`src/rtl/sqrt_seq_ctrl.sv`:
```
// sqrt_seq_ctrl: control layer of a sequential integer square-root unit.
// It computes floor(sqrt(X)) and X - root^2 by subtracting successive odd
// numbers from the radicand. All arithmetic goes through one external
// combinational 16-bit CLA, which is time-shared between the subtract step
// (A + ~B + 1) and the odd-number increment step (A + 2).
module sqrt_seq_ctrl (
    input  logic        clk_i,
    input  logic        rst_i,
    input  logic        start_i,
    input  logic [15:0] x_i,
    output logic        busy_o,
    output logic        done_o,
    output logic [7:0]  root_o,
    output logic [15:0] rem_o,
    output logic [15:0] add_a_o,
    output logic [15:0] add_b_o,
    output logic        add_ci_o,
    input  logic [15:0] add_s_i,
    input  logic        add_co_i
);

    typedef enum logic [1:0] {
        IDLE = 2'd0,
        SUB  = 2'd1,
        INC  = 2'd2,
        DONE = 2'd3
    } state_t;

    state_t      state_r;
    state_t      state_nxt_s;
    logic [15:0] rem_r;       // running remainder
    logic [15:0] odd_r;       // current odd number, peaks at 511
    logic [7:0]  root_r;      // result root, held until the next DONE
    logic [15:0] rem_out_r;   // result remainder, held until the next DONE

    // State register with synchronous reset; reset discards any computation in flight.
    always_ff @(posedge clk_i) begin
        if (rst_i) begin
            state_r <= IDLE;
        end else begin
            state_r <= state_nxt_s;
        end
    end

    // Next-state logic: the CLA carry-out alone decides when the loop ends.
    always_comb begin
        state_nxt_s = state_r;
        case (state_r)
            IDLE: begin
                if (start_i) begin
                    state_nxt_s = SUB;
                end else begin
                    state_nxt_s = IDLE;
                end
            end
            SUB: begin
                if (add_co_i) begin
                    state_nxt_s = INC;
                end else begin
                    state_nxt_s = DONE;
                end
            end
            INC:     state_nxt_s = SUB;
            DONE:    state_nxt_s = IDLE;
            default: state_nxt_s = IDLE;
        endcase
    end

    // Datapath registers: capture radicand, accept CLA results, latch the result.
    always_ff @(posedge clk_i) begin
        if (rst_i) begin
            rem_r     <= 16'd0;
            odd_r     <= 16'd0;
            root_r    <= 8'd0;
            rem_out_r <= 16'd0;
        end else begin
            case (state_r)
                IDLE: begin
                    if (start_i) begin
                        rem_r <= x_i;
                        odd_r <= 16'd1;
                    end else begin
                        rem_r <= rem_r;
                        odd_r <= odd_r;
                    end
                end
                SUB: begin
                    if (add_co_i) begin
                        // No borrow: the subtraction result becomes the new remainder.
                        rem_r <= add_s_i;
                    end else begin
                        // Borrow: the failing subtraction is dropped; root = (odd-1)/2.
                        root_r    <= odd_r[8:1];
                        rem_out_r <= rem_r;
                    end
                end
                INC: begin
                    odd_r <= add_s_i;
                end
                DONE: begin
                    rem_r <= rem_r;
                end
                default: begin
                    rem_r <= rem_r;
                end
            endcase
        end
    end

    // Output decode: status flags and CLA operand steering from the current state.
    always_comb begin
        busy_o   = 1'b0;
        done_o   = 1'b0;
        add_a_o  = 16'd0;
        add_b_o  = 16'd0;
        add_ci_o = 1'b0;
        case (state_r)
            IDLE: begin
                busy_o = 1'b0;
            end
            SUB: begin
                busy_o   = 1'b1;
                add_a_o  = rem_r;
                add_b_o  = ~odd_r;
                add_ci_o = 1'b1;
            end
            INC: begin
                busy_o   = 1'b1;
                add_a_o  = odd_r;
                add_b_o  = 16'h0002;
                add_ci_o = 1'b0;
            end
            DONE: begin
                done_o = 1'b1;
            end
            default: begin
                busy_o = 1'b0;
            end
        endcase
    end

    assign root_o = root_r;
    assign rem_o  = rem_out_r;

endmodule

```
`config.mk`:
```
export PLATFORM = sky130hd
export DESIGN_NAME = sqrt_seq_ctrl
export DESIGN_NICKNAME = d
export VERILOG_FILES = /design/src/rtl/sqrt_seq_ctrl.sv
export SDC_FILE = /design/constraint.sdc
export NUM_CORES = 1
export LEC_CHECK = 0
export ABC_AREA = 0
export BUFFER_PORTS_ARGS = -buffer_cell sky130_fd_sc_hd__buf_2
export CAP_MARGIN = 20
export CORE_ASPECT_RATIO = 2
export CORE_MARGIN = 2
export CORE_UTILIZATION = 50
export CTS_CLUSTER_SIZE = 8
export DETAILED_ROUTE_END_ITERATION = 8
export PLACE_DENSITY = 0.92
export SLEW_MARGIN = 20
export SYNTH_ARGS = -nofsm -noshare
export SYNTH_HDL_FRONTEND = slang
export SYNTH_SLANG_ARGS = --single-unit
export TNS_END_PERCENT = 50
```
`constraint.sdc`:
```
create_clock -name clk_i -period 2.35 [get_ports clk_i]
set_clock_uncertainty 0.1 [all_clocks]
set_input_delay 0.3525 -clock clk_i [delete_from_list [all_inputs] [get_ports clk_i]]
set_output_delay 0.3525 -clock clk_i [all_outputs]
set_load 0.02 [all_outputs]
```
==> results by group, run 1 <==
Clock network
  • Clk buf depth: 2
  • Root Driver: clkbuf_8
  • H-tree lvl count: 3
  • Clk pin slew, worst setup/hold paths: 0.06 ns
  • Num CTS Buffers: 9
  • Worst skew pair latency: 0.33 ns
  • CTS tree: yes
  • CTS sink cnt: 58
  • Setup Buffers After CTS: 0

Floorplanning
  • Core Box Area: ~5300 µm²
  • Num rows: 38
  • I/O Pins: 95
  • Initial Utilization: 51.0%
  • Die area: 6080 µm²
  • Die height: 108 µm
  • Die width: 56.1 µm

Flow run
  • Max cap viols: 0

Power
  • Peak VDD IR: 0.000546 V
  • Pwr dens: 683 nW/µm²
  • P_leak: 1.43 nW
  • Overall power: roughly 0.0023 W

Yosys
  • Mapped Cells: ~320
  • Yosys warns: 0
  • Net Count, Synth: 363
  • Count leader, synth: nand2_1
  • Avg Cell Area, Syn: 8.47 µm²
  • Synth cell count leaders: 63 x nand2_1, 58 x dfxtp_1, 55 x a21oi_1
  • Yosys reg bits: between 50 and 60
  • Post-synth top area share: 42.7%
  • Post-Syn Area: 2720 µm²
  • Synth async-reset ratio: 0%
  • Largest cells by area after synthesis: dfxtp_1 43%, a21oi_1 10%, nand2_1 8.7%
  • Top_reg_cell synth: dfxtp_1
  • Sequential area share after synthesis: 42.7%
  • Number of synthesized flops with an enable pin: 0
  • Dominant cell type by area after synthesis: dfxtp_1
  • Synth cell types: 22

Worst setup path
  • Crit path max fanout: 25
  • Crit path launch type: flip-flop
  • CP endpoint kind: primary output
  • Critical path class: reg2out
  • CP arrival: 1.75 ns
  • Critical Path RT: 1.90 ns

Global route
  • Largest net degree at the start of global routing: 59
  • Gr usage total: 24.5%
  • Vias in the first global route: ~2500
  • Initial antenna violation count: 0
  • First-pass GRT wire length: ~12000 µm
  • Congestion Overflow GR: 0

STA
  • Final Slew Violations: 0
  • Worst hold slack: 0.192 ns
  • Tcrit/Tclk final: 93.9%
  • Final Hold Viols: 0
  • Sum Neg Setup Slack: 0 ns
  • Max Clk Rate: 453 MHz
  • Final setup fails: 0
  • Post-route minimum period: ~2.2 ns
  • Worst-Margin Slew: approximately 0.37 ns
  • Unrepaired setup endpoints after global routing: no
  • Relative slew margins: 75.7%

Routing
  • DRT Pass-1 Iters: 4
  • DR WL/cell: between 15 and 20 µm
  • Detail Route Antenna Nets: 0
  • Initial DRC Count: 109
  • Total vias in the final route: 2619
  • Total wire length: 7150 µm
  • Via density: 5.53
  • Drt drc: 0

Finish
  • Layout overhead on the synthesized area: 26.3%
  • Net count, final: 451
  • Ratio of cells with drive above 1 in the final layout: 32.9%
  • Final Instance Count excl. Fillers: 474
  • Final Instance Area: 3430 µm²
  • Diodes inserted: 0

Placement
  • IO buf count: between 90 and 100
  • GP Congestion: 0.759
  • DPL Wire Length: between 4000 and 5000 µm
  • DP Area: 3250 µm²
  • Placed insts: 458

Worst hold path
  • Min-Delay Path Class: in2reg

Run status
  • Status: finished, final reports clean
## power by group
part | switching, W | total [W] | internal [W]
Sequential | 0.0000363 | 0.00107 | 0.00103
Combinational | 0.000265 | 0.000440 | 0.000176
Clock | 0.000371 | 0.000838 | 0.000466
Total | 0.000672 | 0.00234 | 0.00167
## kinds of logic after synthesis
kind of cell	count (synthesis)	synth area share, %
DFF	58	42.7
adders and majority gates	6	2.76
muxes	19	7.23
buffers and inverters	31	5.34
AOI/OAI and AO/OA	89	21.4
and+or+nand+nor	118	20.6
## cells in the final DEF (no fill, tap or decap), types with 5 or more instances in the layout
cell / Yosys / layout
a211oi_1: 6 / 6
a211oi_2: 10 / 10
a21oi_1: 55 / 55
a22oi_1: 16 / 16
buf_2: 5 / 94
buf_4: 0 / 10
clkbuf_8: 0 / 12
dfxtp_1: 58 / 58
ha_1: 6 / 5
mux2i_1: 17 / 16
nand2_1: 63 / 63
nand3_1: 15 / 15
nor2b_1: 34 / 33
## through the flow
stage          util, %  setup WS (ns)
2_1_floorplan        -          0.401
3_3_place_gp      61.0          0.511
3_5_place_dp      61.0          0.386
4_1_cts           64.4         0.0259
5_1_grt           64.5         0.0467
6_report          64.5          0.143
## flip-flops by register name (all words and copies together) (netlist names)
register,flops
rem_r,16
state_r,2
root_o,8
odd_r,16
rem_o,16
## per-layer routing
layer,GRT usage [%],up-vias,wire [µm]
met5,0,-,0
met3,5.02,10,446
met4,8.50,0,84
li1,-,1277,-
met1,29.4,1210,2970
met2,42.8,122,3640
## worst max-delay path, cell delays in order (launching register included)
cell     delay, ns
dfxtp_1       0.39
inv_1         0.10
ha_1          0.23
buf_4         0.23
a22oi_1       0.23
nor2b_1       0.07
buf_2         0.16
## worst paths after layout
| kind | startpoint | end | slack (ns) | cells past startpoint |
|---|---|---|---|---|
| worst max-delay path | state_r[0]$_SDFF_PP0_ | add_a_o[7] | 0.14 | 6 |
| worst min-delay path | add_s_i[12] | odd_r[12]$_SDFFE_PP0P_ | 0.19 | 3 |
| worst max register to register | state_r[1]$_SDFF_PP0_ | rem_r[14]$_SDFFE_PP0P_ | 0.45 | 5 |
| worst min register to register | root_o[0]$_SDFFE_PP0P_ | root_o[0]$_SDFFE_PP0P_ | 0.35 | 2 |
## area by class of cell
class | count | area (µm²)
Fill cell | 465 | 1890
Sequential cell | 58 | 1160
Timing Repair Buffer | 106 | 586
Multi-Input combinational cell | 232 | 1420
Clock buffer | 14 | 173
Tap cell | 60 | 75.1
Clock inverter | 2 | 10.0
Inverter | 2 | 7.51
## what timing repair did
action / in CTS / in global routing
endpoints found under the setup margin: 0 / 17
hold buffers: 0 / 0
gates resized for setup: 0 / 1
(Power assumes the default switching activity.)
==> run 2, diff against run 1 <==
--- a/config.mk
+++ b/config.mk
@@ -8,5 +8,4 @@
 export ABC_AREA = 0
 export BUFFER_PORTS_ARGS = -buffer_cell sky130_fd_sc_hd__buf_2
-export CAP_MARGIN = 20
 export CORE_ASPECT_RATIO = 2
 export CORE_MARGIN = 2
==> constraint.sdc (replaced) <==
create_clock -name clk_i -period 2.35 [get_ports clk_i]
set_clock_uncertainty 0.1 [all_clocks]
set_input_delay 0.5875 -clock clk_i [delete_from_list [all_inputs] [get_ports clk_i]]
set_output_delay 0.5875 -clock clk_i [all_outputs]
set_load 0.02 [all_outputs]
==> run 2 against run 1 <==
Effect of this change: register-to-register slack better by 0.04 ns; cell count up 0.21%; clock power up 32%; critical path depth stayed put; setup slack got worse by 0.083 ns; count of clock-buffer cells in the layout is 5 lower; flip-flop and latch count unchanged; hold slack improved by 0.16 ns; sequential share of layout area is 1.2 points lower; sequential power hardly changed; utilization up 2.6 points; combinational power up 6.1%; largest cell class unchanged; highest routed layer unchanged.
==> results by group, run 2 (same netlist as run 1, synthesis figures left out) <==
Worst setup path
  • Critical Path RT: 1.66 ns (-0.24 ns)
  • CP arrival: 1.60 ns (-0.15 ns)
  • CP startpoint: state_r[1]$_SDFF_PP0_
  • Crit path launch type: flip-flop
  • CP endpoint kind: primary output
  • Crit-path max cell delay: 0.37 ns (-0.02 ns)
  • Crit-path slowest cell: dfxtp_2
  • Critical path class: reg2out
  • Crit path max fanout: 22 (-12%)
  • CP cell instances: inv_2, ha_2, buf_8, a22oi_2, nor2b_1, buf_2
  • R2R Path Start: state_r[1]$_SDFF_PP0_

Clock network
  • H-tree lvl count: 3 (unchanged)
  • CTS sink cnt: 58 (unchanged)
  • Num CTS Buffers: 9 (unchanged)
  • Clk buf depth: 2 (unchanged)
  • Clk pin slew, worst setup/hold paths: 0.07 ns (about the same)
  • CTS hold repair buffers: 0 (unchanged)
  • Worst skew pair latency: 0.34 ns (about the same)
  • Root Driver: clkbuf_8
  • CTS tree: yes

Placement
  • GP Congestion: 0.794 (+4.7%)
  • DPL Wire Length: 5150 µm (+3.2%)
  • IO buf count: 94 (unchanged)
  • Placed insts: 459 (+0.22%)
  • Place WS: 0.283 ns (-0.104 ns)

Routing
  • Detail Route Antenna Nets: 0 (unchanged)
  • Initial DRC Count: 115 (+5.5%)
  • DR WL/cell: 15.8 µm (+4.6%)
  • Via density: 5.57 (+0.86%)
  • Drt drc: 0 (unchanged)
  • Total wire length: 7490 µm (+4.9%)
  • DRT Pass-1 Iters: 5 (+1)
  • Total vias in the final route: 2647 (+1.1%)

Worst hold path
  • Min-Delay Path Class: reg2reg
  • Min-delay src: root_o[1]$_SDFFE_PP0P_

Run status
  • Status: finished, final reports clean

STA
  • Sum Neg Setup Slack: 0 ns (unchanged)
  • Worst-Margin Slew: 0.523 ns (+0.158 ns)
  • Final Slew Violations: 0 (unchanged)
  • Relative slew margins: 65.1% (-11 points)
  • Final setup fails: 0 (unchanged)
  • Unrepaired setup endpoints after global routing: no
  • Post-route minimum period: 2.29 ns (+0.0826 ns)
  • Worst hold slack: 0.351 ns (+0.159 ns)
  • Final Hold Viols: 0 (unchanged)
  • Tcrit/Tclk final: 97.4% (+3.5 points)
  • Setup WS post-layout: 0.0606 ns (-0.0826 ns)
  • Max Clk Rate: 437 MHz (-3.6%)

Finish
  • Diodes inserted: 0 (unchanged)
  • Ratio of cells with drive above 1 in the final layout: 35.7% (+2.8 points)
  • Net count, final: 452 (+0.22%)
  • Final core utilization: 67.1% (+2.6 points)
  • Commonest non-fill, non-tap cells in the layout: 94 x buf_2, 63 x nand2_1, 56 x dfxtp_1
  • Most common cell after layout, fill and taps aside: buf_2
  • Final Instance Count excl. Fillers: 475 (+0.21%)
  • Layout overhead on the synthesized area: 31.4%

Floorplanning
  • Die height: 108 µm (unchanged)
  • Core Box Area: 5330 µm² (unchanged)
  • Initial Utilization: 51.0% (unchanged)
  • Num rows: 38 (unchanged)
  • I/O Pins: 95 (unchanged)
  • Die area: 6080 µm² (unchanged)
  • Die width: 56.1 µm (unchanged)

Global route
  • Largest net degree at the start of global routing: 33 (-44%)
  • Gr usage total: 25.4% (+0.92 points)
  • Congestion Overflow GR: 0 (unchanged)
  • Initial antenna violation count: 0 (unchanged)
  • Vias in the first global route: 2447 (-2.2%)
  • First-pass GRT wire length: 12100 µm (+3.7%)

Power
  • P_leak: 1.47 nW (+2.2%)
  • Pwr dens: 742 nW/µm² (+8.6%)
  • Peak VDD IR: 0.000910 V (+66%)

Flow run
  • Max cap viols: 0 (unchanged)
-- run 2: cell types whose count changed in the layout (fill, tap and decap cells not counted), moves of 3 or more --
cell and change:
a22oi_1 -3, a22oi_2 +3, buf_4 -4, bufinv_16 +3, clkbuf_8 -3, clkinvlp_4 +3
-- run 2: cell type report --
cell class | count | area [µm²]
Fill cell | 436 | 1750
Multi-Input combinational cell | 232 | 1450
Sequential cell | 58 | 1160
Timing Repair Buffer | 107 | 633
Clock buffer | 9 | 124
Clock inverter | 7 | 118
Tap cell | 60 | 75.1
Inverter | 2 | 7.51
-- run 2: path summary, 6_finish.rpt --
check	endpoint	slack, ns	depth (start not counted)
hold reg to reg	root_o[1]$_SDFFE_PP0P_	0.35	2
setup reg to reg	rem_r[15]$_SDFFE_PP0P_	0.49	5
setup / recovery	add_a_o[7]	0.06	6
hold / removal	root_o[1]$_SDFFE_PP0P_	0.35	2
-- run 2: metrics by stage --
stage	instance area (µm²)	power, W
after floorplan	2720	0.00138
after global placement	3270	0.00152
after detailed placement	3270	0.00153
after CTS	3540	0.00265
after global routing	3570	0.00274
final	3570	0.00265
-- run 2: worst max-delay path: cells and delay by family, from the launching register on --
kind	cells	cell delay [ns]
AOI/OAI and AO/OA	1	0.24
DFF	1	0.37
adders and majority gates	1	0.19
buffers and inverters	3	0.39
and+or+nand+nor	1	0.07
-- run 2: where the power goes --
group	internal [W]	total, W	switching, W
combinational	0.000195	0.000467	0.000272
clock	0.000701	0.00111	0.000409
sequential	0.00103	0.00107	0.0000409
-- run 2: what timing repair did --
item | in CTS | in global routing
endpoints found under the hold margin | 0 | 0
pin swaps | 0 | 0
resized for setup | 7 | 11
setup endpoints to repair | 13 | 20
buffers inserted | 0 | 0
-- run 2: layer usage --
metal | track usage [%] | routed length [µm]
met5 | 0 | 0
met4 | 8.67 | 115
met3 | 6.10 | 554
met2 | 42.4 | 3800
met1 | 31.9 | 3020
==> run 3, diff against run 2 <==
--- a/config.mk
+++ b/config.mk
@@ -10,8 +10,9 @@
 export CORE_ASPECT_RATIO = 2
 export CORE_MARGIN = 2
-export CORE_UTILIZATION = 50
+export CORE_UTILIZATION = 40
 export CTS_CLUSTER_SIZE = 8
 export DETAILED_ROUTE_END_ITERATION = 8
-export PLACE_DENSITY = 0.92
+export GPL_ROUTABILITY_DRIVEN = 0
+export PLACE_DENSITY = 0.78
 export SLEW_MARGIN = 20
 export SYNTH_ARGS = -nofsm -noshare
--- a/constraint.sdc
+++ b/constraint.sdc
@@ -3,3 +3,3 @@
 set_input_delay 0.5875 -clock clk_i [delete_from_list [all_inputs] [get_ports clk_i]]
 set_output_delay 0.5875 -clock clk_i [all_outputs]
-set_load 0.02 [all_outputs]
+set_load 0.005 [all_outputs]
==> run 3 against run 2 <==
Effect of this change: cell count is 5.5% higher; via count down 1.0%; setup slack improved by 0.018 ns; register-to-register slack lost 0.06 ns; power shrank 1.0%.
==> results by group, run 3 (same netlist as run 1, synthesis figures left out) <==
Run status
  • Status: finished, final reports clean

Routing
  • WL met3: 387 µm (-30%)
  • Detail Route Antenna Nets: 0 (unchanged)
  • Drt drc: 0 (unchanged)
  • Via density: 5.23 (-6.2%)
  • Met2 Wirelength: 4120 µm (+8.4%)
  • Routed metal-1 wirelength: 2930 µm (-2.9%)
  • Total wire length: 7820 µm (+4.3%)
  • DR top layer: met4
  • Total vias in the final route: 2620 (-1.0%)
  • DRT Pass-1 Iters: 4 (-1)
  • DR WL/cell: 15.6 µm (-1.1%)
  • Initial DRC Count: 114 (-0.87%)

Power
  • Part of the power in combinational logic: 15.8% (-1.8 points)
  • Peak VDD IR: 0.000524 V (-42%)
  • Switching pwr: 0.000683 W (-5.4%)
  • Internal cell power: 0.00194 W (+0.62%)
  • Overall power: 0.00262 W (-1.0%)
  • P_leak: 1.49 nW (+1.6%)
  • Pwr dens: 730 nW/µm² (-1.6%)
  • Clock Power Share: 43.4% (+1.5 points)
  • Reg power frac: 40.8% (+0.3 points)
  • Sw Ratio: 26.1% (-1.2 points)

Clock network
  • Num CTS Buffers: 9 (unchanged)
  • Root Driver: clkbuf_16
  • H-tree lvl count: 3 (unchanged)
  • CTS hold repair buffers: 0 (unchanged)
  • Worst skew pair latency: 0.32 ns (-0.02 ns)
  • Setup Buffers After CTS: 0 (unchanged)
  • Clk buf depth: 2 (unchanged)
  • Clk pin slew, worst setup/hold paths: 0.05 ns (-0.02 ns)
  • CTS sink cnt: 58 (unchanged)
  • CTS tree: yes

Finish
  • Final core utilization: 54.3% (-13 points)
  • Commonest non-fill, non-tap cells in the layout: 94 x buf_2, 63 x nand2_1, 56 x dfxtp_1
  • Ratio of cells with drive above 1 in the final layout: 34.4% (-1.3 points)
  • Layout overhead on the synthesized area: 32.2%
  • Most common cell after layout, fill and taps aside: buf_2
  • Diodes inserted: 0 (unchanged)
  • Final Instance Count excl. Fillers: 501 (+5.5%)
  • Net count, final: 452 (unchanged)

Global route
  • Vias in the first global route: 2522 (+3.1%)
  • Largest net degree at the start of global routing: 39 (+18%)
  • First-pass GRT wire length: 12100 µm (+0.17%)
  • Gr usage total: 20.9% (-4.4 points)
  • Congestion Overflow GR: 0 (unchanged)
  • Initial antenna violation count: 0 (unchanged)

STA
  • Post-route minimum period: 2.27 ns (-0.0178 ns)
  • Final Hold Viols: 0 (unchanged)
  • Setup WS post-layout: 0.0784 ns (+0.0178 ns)
  • Worst-Margin Slew: 0.450 ns (-0.0723 ns)
  • Final Slew Violations: 0 (unchanged)
  • Relative slew margins: 70.0% (+4.8 points)
  • Tcrit/Tclk final: 96.7% (-0.76 points)
  • Final setup fails: 0 (unchanged)
  • Unrepaired setup endpoints after global routing: yes
  • Max Clk Rate: 440 MHz (+0.78%)

Floorplanning
  • Num rows: 42 (+11%)
  • Initial Utilization: 41.0% (-10 points)
  • Die width: 62.3 µm (+11%)
  • I/O Pins: 95 (unchanged)
  • Core Box Area: 6620 µm² (+24%)
  • Die area: 7510 µm² (+24%)
  • Die height: 121 µm (+11%)

Worst setup path
  • Crit path max fanout: 29 (+32%)
  • Critical path class: reg2out
  • Critical Path RT: 1.66 ns (about the same)
  • CP endpoint kind: primary output
  • CP arrival: 1.58 ns (-0.02 ns)
  • R2R Path Start: state_r[1]$_SDFF_PP0_
  • CP startpoint: state_r[1]$_SDFF_PP0_
  • Crit path launch type: flip-flop

Worst hold path
  • Min-delay src: root_o[6]$_SDFFE_PP0P_
  • Min-Delay Path Class: reg2reg

Placement
  • Place WS: 0.329 ns (+0.0466 ns)
  • IO buf count: 94 (unchanged)
  • Placed insts: 487 (+6.1%)
  • DPL Wire Length: 5480 µm (+6.6%)

Flow run
  • Max cap viols: 0 (unchanged)
run 3: cell types whose count changed in the layout (fill, tap and decap cells not counted), moves of 2 or more:
cell	delta
buf_4	+3
clkbuf_16	+9
ha_1	+2
ha_2	-2
clkinvlp_4	-3
inv_1	+2
clkbuf_8	-8
clkinv_2	+3
inv_2	-2
bufinv_16	-3
run 3: what timing repair did:
item,in CTS,in global routing
setup endpoints to repair,9,18
endpoints found under the hold margin,0,0
gates resized for setup,3,6
run 3: path summary, 6_finish.rpt:
check,to,slack (ns),depth (start not counted)
hold reg to reg,root_o[6]$_SDFFE_PP0P_,0.35,2
hold / removal,root_o[6]$_SDFFE_PP0P_,0.35,2
setup / recovery,add_a_o[14],0.08,6
setup reg to reg,rem_r[14]$_SDFFE_PP0P_,0.43,5
run 3: metal layers:
metal / track usage, % / up-vias
met5: 0 / -
met4: 14.0 / 0
met1: 21.6 / 1217
met3: 4.93 / 25
met2: 37.2 / 93
li1: - / 1285
run 3: power by group through the flow:
stage | clock network [W] | registers, W | logic (W)
CTS | 0.00115 | 0.00107 | 0.000408
detailed placement | 0 | 0.00109 | 0.000401
global route | 0.00120 | 0.00107 | 0.000451
global placement | 0 | 0.00109 | 0.000396
finish | 0.00114 | 0.00107 | 0.000415
floorplan | 0 | 0.00108 | 0.000261
run 3: critical path, cell delays in order, from the launching register on:
cell     delay, ns
dfxtp_2       0.33
inv_1         0.13
ha_1          0.21
buf_12        0.19
a22oi_1       0.10
nor2b_1       0.16
buf_2         0.14
run 3: layout make-up:
type                       instances  area (µm²)
fill                             642        3030
multi-input combinational        232        1440
sequential                        58        1160
timing repair buffer             107         609
clock buffer                      10         239
tap                               88         110
clock inverter                     4        20.0
inverter                           2        7.51
run 3: through the flow:
step	TNS [ns]	area (µm²)	hold WS (ns)
finish	0	3590	0.348
detailed placement	0	3290	0.343
floorplan	0	2720	0.345
global route	-0.0289	3590	0.364
CTS	0	3560	0.350
global placement	0	3290	0.339
